**src/rtl/ahb_pkg.sv**
```systemverilog
// Shared AHB-lite definitions for the bus mux and its default slave.
// Holds the HTRANS and HRESP encodings, the default-slave state encoding
// and a helper that flags NONSEQ/SEQ transfers.
package ahb_pkg;
  localparam logic [1:0] HTRANS_IDLE   = 2'b00;
  localparam logic [1:0] HTRANS_BUSY   = 2'b01;
  localparam logic [1:0] HTRANS_NONSEQ = 2'b10;
  localparam logic [1:0] HTRANS_SEQ    = 2'b11;

  localparam logic HRESP_OKAY  = 1'b0;
  localparam logic HRESP_ERROR = 1'b1;

  typedef enum logic [1:0] {
    DS_IDLE = 2'b00,
    DS_ERR1 = 2'b01,
    DS_ERR2 = 2'b10
  } ds_state_e;

  // True for transfers that need a response (NONSEQ or SEQ).
  function automatic logic is_xfer(input logic [1:0] t);
    return (t == HTRANS_NONSEQ) || (t == HTRANS_SEQ);
  endfunction
endpackage

```
**src/rtl/ahb_default_slave.sv**
```systemverilog
// Internal default slave that answers transfers to unmapped addresses.
// IDLE/BUSY get a zero-wait OKAY; NONSEQ/SEQ get the two-cycle ERROR
// response (HREADY low + ERROR, then HREADY high + ERROR).
// Ports:
//   clk, rst_n   bus clock, async active-low reset
//   sel          address phase targets unmapped space
//   htrans       master transfer type
//   hready       muxed bus HREADY (address phase accepted when high)
//   hready_out   default slave HREADYOUT (registered)
//   hresp        default slave HRESP (registered)
//   hrdata       constant DEF_RDATA
module ahb_default_slave
  import ahb_pkg::*;
#(
  parameter logic [31:0] DEF_RDATA = 32'hDEAD_BEEF
) (
  input  logic        clk,
  input  logic        rst_n,
  input  logic        sel,
  input  logic [1:0]  htrans,
  input  logic        hready,
  output logic        hready_out,
  output logic        hresp,
  output logic [31:0] hrdata
);
  ds_state_e state;
  logic      start;

  // A new erroring transfer is accepted into the data phase this cycle.
  assign start  = sel && is_xfer(htrans) && hready;
  assign hrdata = DEF_RDATA;

  always_ff @(posedge clk or negedge rst_n) begin
    if (!rst_n) begin
      state      <= DS_IDLE;
      hready_out <= 1'b1;
      hresp      <= HRESP_OKAY;
    end else begin
      unique case (state)
        DS_IDLE, DS_ERR2: begin
          if (start) begin
            state      <= DS_ERR1;
            hready_out <= 1'b0;
            hresp      <= HRESP_ERROR;
          end else begin
            state      <= DS_IDLE;
            hready_out <= 1'b1;
            hresp      <= HRESP_OKAY;
          end
        end
        DS_ERR1: begin
          state      <= DS_ERR2;
          hready_out <= 1'b1;
          hresp      <= HRESP_ERROR;
        end
        default: begin
          state      <= DS_IDLE;
          hready_out <= 1'b1;
          hresp      <= HRESP_OKAY;
        end
      endcase
    end
  end
endmodule

```
**src/rtl/ahblite_bus_mux_n.sv**
```systemverilog
// AHB-lite bus: one master fanned out to NUM_S slaves.
// Address-phase decode against parameter windows (lowest index wins on
// overlap) drives one-hot HSEL_S; a data-phase select register routes
// HREADY/HRDATA/HRESP back from the active slave or the internal default
// slave (unmapped space).
// Optional macro AHB_BUS_ERRLOG_EN adds an error-address capture block
// (ERR_ADDR, ERR_VALID, ERR_CLR).
// Ports:
//   HCLK, HRESETn     bus clock, async active-low reset (release is
//                     expected synchronous to HCLK)
//   HADDR, HTRANS     master address phase
//   HREADY/HRDATA/HRESP  muxed response to master (HREADY also to slaves)
//   HSEL_S            one-hot slave selects
//   HREADY_S/HRDATA_S/HRESP_S  slave responses, slave i at index i
module ahblite_bus_mux_n
  import ahb_pkg::*;
#(
  parameter int                   NUM_S     = 6,
  parameter logic [32*NUM_S-1:0]  SLV_BASE  = {NUM_S{32'h0}},
  parameter logic [32*NUM_S-1:0]  SLV_MASK  = {NUM_S{32'hFF00_0000}},
  parameter logic [31:0]          DEF_RDATA = 32'hDEAD_BEEF
) (
  input  logic                 HCLK,
  input  logic                 HRESETn,
  input  logic [31:0]          HADDR,
  input  logic [1:0]           HTRANS,
  output logic                 HREADY,
  output logic [31:0]          HRDATA,
  output logic                 HRESP,
  output logic [NUM_S-1:0]     HSEL_S,
  input  logic [NUM_S-1:0]     HREADY_S,
  input  logic [32*NUM_S-1:0]  HRDATA_S,
  input  logic [NUM_S-1:0]     HRESP_S
`ifdef AHB_BUS_ERRLOG_EN
  ,
  output logic [31:0]          ERR_ADDR,
  output logic                 ERR_VALID,
  input  logic                 ERR_CLR
`endif
);
  localparam logic [NUM_S-1:0][31:0] BASE    = SLV_BASE;
  localparam logic [NUM_S-1:0][31:0] MASK    = SLV_MASK;
  localparam logic [NUM_S:0]         SEL_DEF = {1'b1, {NUM_S{1'b0}}};

  logic [NUM_S-1:0][31:0] rdata_s;
  logic [NUM_S-1:0]       hit;
  logic [NUM_S-1:0]       hit_oh;
  logic                   def_hit;
  logic [NUM_S:0]         sel_q;
  logic                   ds_ready, ds_resp;
  logic [31:0]            ds_rdata;

  assign rdata_s = HRDATA_S;

  // ---- address decode ----
  for (genvar i = 0; i < NUM_S; i++) begin : g_dec
    assign hit[i] = ((HADDR & MASK[i]) == BASE[i]);
  end

  // Isolate lowest set bit: lowest index wins on overlapping windows.
  assign hit_oh  = hit & (~hit + NUM_S'(1));
  assign def_hit = ~|hit;
  assign HSEL_S  = hit_oh;

  // ---- data-phase select ----
  always_ff @(posedge HCLK or negedge HRESETn) begin
    if (!HRESETn)    sel_q <= SEL_DEF;
    else if (HREADY) sel_q <= {def_hit, hit_oh};
  end

  // ---- default slave ----
  ahb_default_slave #(.DEF_RDATA(DEF_RDATA)) u_def (
    .clk       (HCLK),
    .rst_n     (HRESETn),
    .sel       (def_hit),
    .htrans    (HTRANS),
    .hready    (HREADY),
    .hready_out(ds_ready),
    .hresp     (ds_resp),
    .hrdata    (ds_rdata)
  );

  // ---- response mux (AND-OR over one-hot sel_q) ----
  always_comb begin
    HREADY = 1'b0;
    HRESP  = HRESP_OKAY;
    HRDATA = '0;
    for (int i = 0; i < NUM_S; i++) begin
      HREADY = HREADY | (sel_q[i] & HREADY_S[i]);
      HRESP  = HRESP  | (sel_q[i] & HRESP_S[i]);
      HRDATA = HRDATA | ({32{sel_q[i]}} & rdata_s[i]);
    end
    HREADY = HREADY | (sel_q[NUM_S] & ds_ready);
    HRESP  = HRESP  | (sel_q[NUM_S] & ds_resp);
    HRDATA = HRDATA | ({32{sel_q[NUM_S]}} & ds_rdata);
  end

  // ---- optional error capture ----
`ifdef AHB_BUS_ERRLOG_EN
  logic [31:0] addr_q;

  // Data-phase address, advanced in lock-step with sel_q.
  always_ff @(posedge HCLK or negedge HRESETn) begin
    if (!HRESETn)    addr_q <= '0;
    else if (HREADY) addr_q <= HADDR;
  end

  // First error wins; a clear in the same cycle as a new error lets the
  // new error be captured.
  always_ff @(posedge HCLK or negedge HRESETn) begin
    if (!HRESETn) begin
      ERR_ADDR  <= '0;
      ERR_VALID <= 1'b0;
    end else if ((HRESP == HRESP_ERROR) && (!ERR_VALID || ERR_CLR)) begin
      ERR_ADDR  <= addr_q;
      ERR_VALID <= 1'b1;
    end else if (ERR_CLR) begin
      ERR_VALID <= 1'b0;
    end
  end
`else
  // No error capture state in this build.
`endif
endmodule

```
**config.mk**
```make
export PLATFORM = sky130hd
export DESIGN_NAME = ahblite_bus_mux_n
export DESIGN_NICKNAME = d
export VERILOG_FILES = /design/src/rtl/ahb_pkg.sv /design/src/rtl/ahb_default_slave.sv /design/src/rtl/ahblite_bus_mux_n.sv
export SDC_FILE = /design/constraint.sdc
export NUM_CORES = 1
export LEC_CHECK = 0
export CAP_MARGIN = 10
export CORE_AREA = 10 10 101 103
export CTS_CLUSTER_DIAMETER = 60
export DETAILED_ROUTE_END_ITERATION = 6
export DIE_AREA = 0 0 111 113
export GPL_TIMING_DRIVEN = 1
export MAX_ROUTING_LAYER = met4
export PLACE_DENSITY_LB_ADDON = 0.25
export SYNTH_ARGS = -nofsm -noshare
export SYNTH_HDL_FRONTEND = slang
export SYNTH_SLANG_ARGS = --single-unit
```
**constraint.sdc**
```tcl
create_clock -name HCLK -period 3.6 [get_ports HCLK]
set_input_delay 0.54 -clock HCLK [delete_from_list [all_inputs] [get_ports HCLK]]
set_output_delay 0.54 -clock HCLK [all_outputs]
set_load 0.05 [all_outputs]
```
**Yosys cells after proc, flatten, opt, wreduce, memory -nomap -nowiden**

Cells that the tools add are included.

- $add $sub $neg: 1
- $mul: 0
- Div/mod/pow operators: 0
- Magnitude comparators: 0
- Eq/ne operators: 4
- Shift operators: 0
- Mux-type cells: 6
- Bitwise operators: 40
- Reductions and logical operators: 7

Operators by type and width:

| operator | number |
|---|---|
| $and A32 B32 Y32 | 6 |
| $or A32 B32 Y32 | 6 |
| $logic_not A32 Y1 | 1 |
| $and A1 B1 Y1 | 14 |
| $or A1 B1 Y1 | 12 |
| $add A6 B1 Y6 const B | 1 |
| $and A6 B6 Y6 | 1 |
| $eq A2 B2 Y1 const B | 3 |
| $not A6 Y6 | 1 |
| $mux W1 | 4 |
| $pmux W2 S2 | 1 |
| $eq A2 B1 Y1 const B | 1 |
| $logic_and A1 B1 Y1 | 2 |
| $logic_not A2 Y1 | 1 |
| $pmux W1 S2 | 1 |
| $reduce_or A2 Y1 | 1 |
| $logic_not A1 Y1 | 1 |
| $logic_or A1 B1 Y1 | 1 |

- Register bits after elaboration: 11
- Latch bits: 0
- Memory bits (writable): 0
- Bits in read-only memories: 0
- Input bits: 240
- Output and inout port bits: 40
- Word-level logic and storage cells: 62
- Memories: 0

**Depth between registers and ports, before layout**

Gate-level depths: netlist of run 1.

- Depth in word-level cells: 10
- Mapped depth: 4
- Mapped depth without buffers: 4

**By module**

From an unflattened synthesis of run 1, not the netlist that was laid out.

- Cell total of the unflattened synthesis: 100
- Area total of the unflattened synthesis: 873.3 um^2

By module, submodules not included:

| module | instances | cells each | area each (um^2) | sequential area each (um^2) |
|---|---|---|---|---|
| ahblite_bus_mux_n | 1 | 58 | 476.7 | 51.3 |
| ahb_default_slave | 1 | 42 | 396.6 | 101.3 |

**Worst setup path before layout of run 1**

OpenSTA, ideal clock, no wires.

- Kind: input to output
- Start point: input HADDR[29]
- End point: output HSEL_S[0]
- Data arrival time: 1.543 ns
- Required time: 3.060 ns
- Path slack: 1.517 ns
- Stages: 3
- Buffers on the path: 0
- Path through: or4_1 > or2_4 > inv_2

- Cells in the longest elaborated chain, start to end: 4

Ends and longest elaborated chain:

| item | RTL line | text |
|---|---|---|
| from (decl) | ahblite_bus_mux_n.sv:25 | `input logic [31:0] HADDR,` |
| $logic_not A32 Y1 (*) | ahblite_bus_mux_n.sv:57 | `assign hit[i] = ((HADDR & MASK[i]) == BASE[i]);` |
| $not A6 Y6 | ahblite_bus_mux_n.sv:61 | `assign hit_oh = hit & (~hit + NUM_S'(1));` |
| $add A6 B1 Y6 | ahblite_bus_mux_n.sv:61 |  |
| $and A6 B6 Y6 (*) | ahblite_bus_mux_n.sv:61 |  |
| to (decl) | ahblite_bus_mux_n.sv:30 | `output logic [NUM_S-1:0] HSEL_S,` |

Mark *: on every way between the ends. The rest lies on a longest branch, timed or not.

**Worst setup path after layout of run 1**

- Start point: input HREADY_S[0]
- End point: output HREADY

- Cells in the longest elaborated chain, start to end: 7

Ends and longest elaborated chain:

| item | RTL line | text |
|---|---|---|
| from (decl) | ahblite_bus_mux_n.sv:31 | `input logic [NUM_S-1:0] HREADY_S,` |
| $and A1 B1 Y1 | ahblite_bus_mux_n.sv:89 | `HREADY = HREADY \| (sel_q[i] & HREADY_S[i]);` |
| $or A1 B1 Y1 (5 in series) | ahblite_bus_mux_n.sv:89 |  |
| $or A1 B1 Y1 | ahblite_bus_mux_n.sv:93 | `HREADY = HREADY \| (sel_q[NUM_S] & ds_ready);` |
| to (decl) | ahblite_bus_mux_n.sv:27 | `output logic HREADY,` |

Every way passes these cells.

==> flow_summary.yaml, run 1 <==
outcome:
  status: "completed"
worst_setup_path:
  end_kind: "primary output"
  worst_path_most_repeated_cell: "clkdlybuf4s50_1"
  r2r_cells: 3
  rrSetupSlack_ns: 2.41
  cp.arrival_ns: 2.12
  required_ns: 3.06
  path_cells: "clkdlybuf4s50_1 -> a22o_1 -> clkdlybuf4s50_1"
  r2r_start: "sel_q[6]$_DFFE_PN1N_"
  reg2reg_to: "u_def.hresp$_DFF_PN0_"
  worst-setup-path-type: "in -> out"
  worstSetupStartpointType: "input pin"
  slowest_stage: "clkdlybuf4s50_1"
  crit_family: "buffers and inverters"
  cp.buffers_inverters: 2
  crit_fanout: 5
  worst_path_largest_cell_delay_ns: 0.86
worst_hold_path:
  hold_end: "u_def.state[1]$_DFF_PN0_"
  hold_depth: 1
  min_path_type: "reg -> reg"
  hold_path_startpoint: "u_def.state[1]$_DFF_PN0_"
sta:
  relSlewSlack: 0.638
  period_minus_slack_ns: 2.66
  hold_violations: 0
  final.period_utilization: 0.738
  drv_slew: 0
  worst_pin_slew_ns: 0.541
  rsz0062_at_grt: "false"
  finalSetupTns_ns: 0
  finalSetupViolations: 0
  fmax_mhz: 376
  fin_skew_ns: 0.00256
drt:
  drtIter0Drc: 19
  first_pass_iters: 3
  wl_um: 3260
  vias: 769
  via_per_inst: 3.06
  dr_wl_met2_um: 1240
  top_layer: "met4"
  met3_length_um: 430
  ant_nets: 0
  wire_per_inst_um: 13.0
  post-route-drc-count: 0
  wl_met1_um: 1520
global_route:
  antenna_found_initial: 3
  grt_use_total: 0.0526
  grt_overflow_total: 0
  first_global_vias: 879
  grt_max_degree: 33
  grt_pass1_wl_um: 5120
clock_tree:
  clockRootBuffer: "clkbuf_8"
  cts.sinks: 6
  htree_levels: 1
  tritoncts: "done"
  clk-insertion-delay-late_ns: 0.23
  numCtsBuffers: 3
  cts_setup_buffers: 0
  cts.clk_slew.worst_paths_ns: 0.04
  cts_hold_buf: 0
  cts_resized: 0
  clk_path_buf_depth: 2
pwr:
  power_frac_seq: 0.224
  p_comb_frac: 0.479
  power-per-cell-area_nw_per_um2: 243
  switchingPower_uw: 133
  pwr-share-clk: 0.297
  switching_share: 0.367
  cellLeakagePower_nw: 0.586
  peakVddDrop_uv: 182
  p_int_uw: 230
logic_synthesis:
  synth_edf_count: 0
  yosysMostFrequentCell: "a21o_1"
  avgSynthCellArea_um2: 8.46
  synth_cells: 66
  yosys.cell_types.count: 19
  yosys_warnings: 0
  ys_seq_area_frac: 0.274
  synth_area_um2: 558
  async_flop_share: 1.00
  synth_top_area_share: 0.323
  synthTopCellsByArea: "a21o_1 32%, dfrtp_1 18%, dfstp_2 9.4%, and2_1 9.0%, buf_4 6.7%"
  synthTopCellsByCount: "24 x a21o_1, 8 x and2_1, 6 x clkbuf_1"
  synth-seq-cells: 6
  ys.flop_type: "dfrtp_1"
  yosys.area.top_type: "a21o_1"
layout:
  area_growth_pct: 168
  final_core_util: 0.184
  nFillCells: 923
  fin_nets: 384
  drive_gt1_frac: 0.0979
die:
  die_y_um: 113
  dieArea_um2: 12500
  core_um2: 8130
  die_w_um: 111
  start_util: 0.0686
  rows: 33
  ios: 280
place:
  port_buffers: 79
  dpl.hpwl_um: 2730
  gp_congestion: 0.698
job:
  maxCapViolCount: 0
==> sequential cells by signal, summed over array words and instances (netlist names) <==
signal and count:
sel_q 2, u_def.state 2, u_def.hresp 1, u_def.hready_out 1
==> worst reg2reg max path: cells and delay by family, from the launching register on <==
family | cells | cell delay, ns
AO/OA/AOI/OAI | 3 | 0.57
flip-flops | 1 | 0.56
==> per-layer routing <==
layer  track usage  vias to the layer above
met5             -                        -
met2        0.0688                       59
met3        0.0312                        7
li1              -                      375
met4        0.0217                        0
met1        0.0632                      328
==> through the flow <==
| step | std cells | area [µm²] | hold slack, ns | power, mW | setup WS, ns |
|---|---|---|---|---|---|
| after global placement | 244 | 1440 | 0.414 | 0.258 | 0.919 |
| after detailed placement | 244 | 1440 | 0.420 | 0.258 | 0.932 |
| final | 251 | 1500 | 0.420 | 0.363 | 0.942 |
| after floorplan | 70 | 573 | 0.244 | 0.178 | 1.52 |
| after global routing | 251 | 1500 | 0.463 | 0.384 | 0.901 |
| after CTS | 248 | 1490 | 0.425 | 0.371 | 0.924 |
==> cells in the final DEF, fill, tap and decap left out, types with 3 or more instances in the layout <==
master and count:
diode_2 3, buf_4 3, clkbuf_8 3, a21o_1 24
clkdlybuf4s50_1 78, and2_1 8, dfrtp_1 4, conb_1 5
==> how the worst max path moves through the flow <==
| stage | slack, ns | end | from | cells after the start |
|---|---|---|---|---|
| detailed placement | 0.93 | HREADY | HREADY_S[0] | 3 |
| finish | 0.94 | HREADY | HREADY_S[0] | 3 |
| global placement | 0.92 | HREADY | HREADY_S[0] | 3 |
| CTS | 0.92 | HREADY | HREADY_S[0] | 3 |
| floorplan | 1.52 | HSEL_S[0] | HADDR[29] | 3 |
| global route | 0.90 | HREADY | HREADY_S[0] | 3 |
==> kinds of logic after synthesis <==
logic type | Yosys count | share of synthesized area
other | 1 | 0.00672
buffers and inverters | 15 | 0.137
AO/OA/AOI/OAI | 31 | 0.430
AND/OR/NAND/NOR | 13 | 0.152
flip-flops | 6 | 0.274
==> power groups by stage <==
stage	registers [mW]	logic (mW)	clock network [mW]
after floorplan	0.0799	0.0980	0
after global placement	0.0819	0.176	0
after detailed placement	0.0821	0.176	0
after CTS	0.0814	0.177	0.112
after global routing	0.0824	0.186	0.115
final	0.0813	0.174	0.108
==> cell type report <==
| type | instances | area (µm²) | area share |
|---|---|---|---|
| Clock buffer | 4 | 45.0 | 0.0301 |
| Multi-Input combinational cell | 49 | 344 | 0.230 |
| Tap cell | 105 | 131 | 0.0879 |
| Inverter | 3 | 11.3 | 0.00753 |
| Sequential cell | 6 | 153 | 0.102 |
| Antenna cell | 3 | 7.51 | 0.00502 |
| Timing Repair Buffer | 81 | 803 | 0.537 |
No activity file was read; power rests on OpenSTA's default activity.
==> run 2, diff against run 1 <==
- clock period: 3.6 -> 2.6 ns (I/O delays scaled with it)
==> run 2 against run 1 <==
First-iteration DRC count up 89%. Register-to-register slack got worse by 1.1 ns. Largest cell class unchanged. Critical endpoint is now HSEL_S[0]. Design area down 4.0%. Critical path depth is 2 higher. Worst setup slack worse by 0.56 ns. Power increased by 38%. Global-route usage shrank 0.56 points. Non-clock buffer count did not move.
==> flow_summary.yaml, run 2 (synthesized netlist as in run 1, its figures left out) <==
outcome:
  status: "completed"
drt:
  post-route-drc-count: 0
  first_pass_iters: 2
  wire_per_inst_um: 12.7
  wl_um: 3200
  ant_nets: 0
  via_per_inst: 3.04
  vias: 763
  drtIter0Drc: 36
die:
  dieArea_um2: 12500
  core_um2: 8130
  rows: 33
  start_util: 0.0686
  ios: 280
  die_y_um: 113
  die_w_um: 111
sta:
  final.period_utilization: 0.855
  rsz0062_at_grt: "false"
  hold_violations: 0
  period_minus_slack_ns: 2.22
  finalSetupViolations: 0
  drv_slew: 0
  fmax_mhz: 450
  fin_skew_ns: 0.00493
  finalSetupTns_ns: 0
  whs_ns: 0.419
global_route:
  antenna_found_initial: 3
  grt_max_degree: 33
  grt_overflow_total: 0
  grt_use_total: 0.0470
  grt_pass1_wl_um: 4670
  first_global_vias: 807
worst_setup_path:
  end_kind: "primary output"
  cp.arrival_ns: 1.83
  required_ns: 2.21
  crit_fanout: 2
  worstSetupStartpointType: "input pin"
  worst-setup-path-type: "in -> out"
place:
  post_dp_cell_area_um2: 1380
  gp_congestion: 0.677
  port_buffers: 79
pwr:
  report.power.total_uw: 500
  power-per-cell-area_nw_per_um2: 348
  peakVddDrop_uv: 306
  cellLeakagePower_nw: 0.603
layout:
  final_cell_mix: "44 x clkdlybuf4s50_1, 35 x buf_4, 24 x a21o_1, 8 x and2_1, 5 x conb_1"
  final_core_util: 0.176
  final_common_cell: "clkdlybuf4s50_1"
  drive_gt1_frac: 0.336
  reg.largest.list: "sel_q (2), u_def.state (2)"
  design_area_um2: 1440
  fin_nets: 384
  area_growth_pct: 157
clock_tree:
  clk_path_buf_depth: 2
  clk-insertion-delay-late_ns: 0.22
  clockRootBuffer: "clkbuf_8"
  tritoncts: "done"
  cts.clk_slew.worst_paths_ns: 0.04
  cts.sinks: 6
  numCtsBuffers: 3
  htree_levels: 1
  cts_setup_buffers: 0
  cts_resized: 0
  cts_hold_buf: 0
job:
  maxCapViolCount: 0
worst_hold_path:
  min_path_type: "in -> async"
==> run 2: cell count changes in the layout (fill, tap and decap cells not counted), sizes merged <==
cell,previous run,this run
buf,3,37
clkdlybuf4s50,78,44
==> run 2: per-layer routing <==
| layer | vias to the layer above | wire length, µm | global-route usage |
|---|---|---|---|
| met5 | - | 0 | - |
| met3 | 2 | 356 | 0.0248 |
| met4 | 0 | 4 | 0.00521 |
| li1 | 375 | - | - |
| met1 | 332 | 1540 | 0.0609 |
| met2 | 54 | 1300 | 0.0645 |
==> run 2: metrics by stage <==
step	setup WS (ns)	std cells
floorplan	0.817	70
global placement	0.371	244
detailed placement	0.373	244
CTS	0.369	248
global route	0.338	251
finish	0.377	251
==> run 2: path summary, 6_finish.rpt <==
check | startpoint | endpoint | slack (ns) | depth (start not counted)
min in group HCLK | u_def.state[1]$_DFF_PN0_ | u_def.state[1]$_DFF_PN0_ | 0.43 | 1
max in group asynchronous | HRESETn | sel_q[6]$_DFFE_PN1N_ | 1.90 | 1
worst max-delay path | HADDR[27] | HSEL_S[0] | 0.38 | 5
worst min-delay path | HRESETn | u_def.hresp$_DFF_PN0_ | 0.42 | 1
worst min register to register | u_def.state[1]$_DFF_PN0_ | u_def.state[1]$_DFF_PN0_ | 0.43 | 1
worst max register to register | sel_q[6]$_DFFE_PN1N_ | u_def.hresp$_DFF_PN0_ | 1.33 | 3
==> run 2: power breakdown <==
group,internal (mW),total (mW),switching (mW)
logic,0.105,0.241,0.137
clock network,0.105,0.145,0.0397
registers,0.107,0.113,0.00665
total,0.317,0.500,0.183
==> run 2: area by class of cell <==
class | count | area (µm²)
Tap cell | 105 | 131
Antenna cell | 3 | 7.51
Inverter | 3 | 11.3
Sequential cell | 6 | 153
Fill cell | 916 | 6700
Timing Repair Buffer | 81 | 743
Clock buffer | 4 | 45.0
Multi-Input combinational cell | 49 | 344
==> run 2: critical path, stage by stage <==
cell and delay [ns]:
clkdlybuf4s50_1 0.39, or4_4 0.54, or2_4 0.28, inv_2 0.09, buf_12 0.14
==> run 3, diff against run 2 <==
--- a/config.mk
+++ b/config.mk
@@ -8,6 +8,6 @@
 export CAP_MARGIN = 10
-export CORE_AREA = 10 10 101 103
+export CORE_AREA = 2 2 110 112
 export CTS_CLUSTER_DIAMETER = 60
 export DETAILED_ROUTE_END_ITERATION = 6
-export DIE_AREA = 0 0 111 113
+export DIE_AREA = 0 0 112 114
 export GPL_TIMING_DRIVEN = 1
==> constraint.sdc (replaced) <==
create_clock -name HCLK -period 2.6 [get_ports HCLK]
set_input_delay 0.26 -clock HCLK [delete_from_list [all_inputs] [get_ports HCLK]]
set_output_delay 0.26 -clock HCLK [all_outputs]
set_load 0.05 [all_outputs]
==> run 3 against run 2 <==
Final cell count up 16%. Non-clock buffer count unchanged. First-iteration DRC count down 67%. Core utilization down 4.7 points.
==> flow_summary.yaml, run 3 (synthesized netlist as in run 1, its figures left out) <==
pwr:
  peakVddDrop_uv: 245
  p_int_uw: 415
  switchingPower_uw: 194
  p_comb_frac: 0.394
  switching_share: 0.319
  power-per-cell-area_nw_per_um2: 402
  cellLeakagePower_nw: 0.619
  power_frac_seq: 0.185
  pwr-share-clk: 0.421
worst_setup_path:
  worst_path_largest_cell_delay_ns: 0.56
  crit_fanout: 2
  path_cells: "clkdlybuf4s50_1 -> or4_1 -> or2_4 -> inv_2 -> buf_12"
  slowest_stage: "or4_1"
  cp.buffers_inverters: 3
  cp.arrival_ns: 1.70
  worst-setup-path-type: "in -> out"
  crit_family: "simple AND/OR/NAND/NOR gates"
  required_ns: 2.34
  end_kind: "primary output"
  worstSetupStartpointType: "input pin"
sta:
  period_minus_slack_ns: 1.96
  fin_skew_ns: 0.00302
  fmax_mhz: 510
  rsz0062_at_grt: "false"
  hold_violations: 0
  final.period_utilization: 0.754
  finalSetupViolations: 0
  finalSetupTns_ns: 0
  drv_slew: 0
clock_tree:
  tritoncts: "done"
  clockRootBuffer: "clkbuf_16"
  clk-insertion-delay-late_ns: 0.23
  cts_setup_buffers: 0
  cts.clk_slew.worst_paths_ns: 0.03
  numCtsBuffers: 3
  cts.sinks: 6
  clk_path_buf_depth: 2
  cts_hold_buf: 0
  htree_levels: 1
  cts_resized: 0
global_route:
  grt_overflow_total: 0
  grt_use_total: 0.0425
  antenna_found_initial: 1
  grt_pass1_wl_um: 4070
  first_global_vias: 706
  grt_max_degree: 33
die:
  start_util: 0.0476
  core_um2: 11700
  rows: 40
  die_y_um: 114
  dieArea_um2: 12800
  die_w_um: 112
  ios: 280
layout:
  final_common_cell: "clkdlybuf4s50_1"
  final_cell_mix: "44 x clkdlybuf4s50_1, 35 x buf_4, 24 x a21o_1, 8 x and2_1, 5 x conb_1"
  regArea_um2: 153
  drive_gt1_frac: 0.336
  reg.largest.list: "sel_q (2), u_def.state (2)"
  fin_nets: 384
  area_growth_pct: 172
  multiInputGateArea_um2: 344
  nFillCells: 1355
  design_area_um2: 1520
  instances_no_fill: 291
drt:
  vias: 753
  wl_um: 2900
  ant_nets: 0
  first_pass_iters: 3
  post-route-drc-count: 0
  drtIter0Drc: 12
  via_per_inst: 2.59
  wire_per_inst_um: 9.95
place:
  dpl.hpwl_um: 2420
  gp_congestion: 0.669
  port_buffers: 79
  dp_cells: 286
  post_dp_cell_area_um2: 1440
job:
  maxCapViolCount: 0
worst_hold_path:
  min_path_type: "in -> async"
outcome:
  status: "completed"
-- run 3: cell types whose count changed in the layout (fill, tap and decap cells not counted), sizes merged --
cell / previous run / this run
diode: 3 / 1
-- run 3: power by group through the flow --
stage,combinational [mW],clock (mW),sequential [mW]
after floorplan,0.136,0,0.111
after global placement,0.243,0,0.114
after detailed placement,0.244,0,0.114
after CTS,0.244,0.260,0.113
after global routing,0.257,0.269,0.114
final,0.240,0.257,0.113
-- run 3: final cells by class --
| cell class | count | area share |
|---|---|---|
| diodes | 1 | 0.00165 |
| well taps | 147 | 0.121 |
| inverters | 3 | 0.00743 |
| clock buffers | 4 | 0.0520 |
| repair buffers | 81 | 0.490 |
| multi-input cells | 49 | 0.227 |
| flip-flops and latches | 6 | 0.101 |
-- run 3: worst paths after layout --
check / start / to / slack, ns / cells after the start
max: HADDR[29] / HSEL_S[0] / 0.64 / 5
min: HRESETn / u_def.state[1]$_DFF_PN0_ / 0.28 / 1
max reg2reg: sel_q[6]$_DFFE_PN1N_ / u_def.hresp$_DFF_PN0_ / 1.18 / 3
min reg2reg: u_def.state[1]$_DFF_PN0_ / u_def.state[1]$_DFF_PN0_ / 0.42 / 1
max in group asynchronous: HRESETn / sel_q[6]$_DFFE_PN1N_ / 2.05 / 1
min in group HCLK: u_def.state[1]$_DFF_PN0_ / u_def.state[1]$_DFF_PN0_ / 0.42 / 1
-- run 3: metal layers --
layer | GRT usage | wire length, µm
met1 | 0.0521 | 1180
met2 | 0.0574 | 1240
met3 | 0.0287 | 460
met4 | 0.00976 | 13
met5 | - | 0
-- run 3: through the flow --
step | util | total power [mW] | hold WS, ns | setup slack (ns)
2_1_floorplan | - | 0.246 | -0.0356 | 0.982
3_3_place_gp | 0.123 | 0.357 | 0.414 | 0.637
3_5_place_dp | 0.123 | 0.358 | 0.421 | 0.631
4_1_cts | 0.129 | 0.617 | 0.277 | 0.631
5_1_grt | 0.129 | 0.640 | 0.286 | 0.580
6_report | 0.129 | 0.610 | 0.276 | 0.639
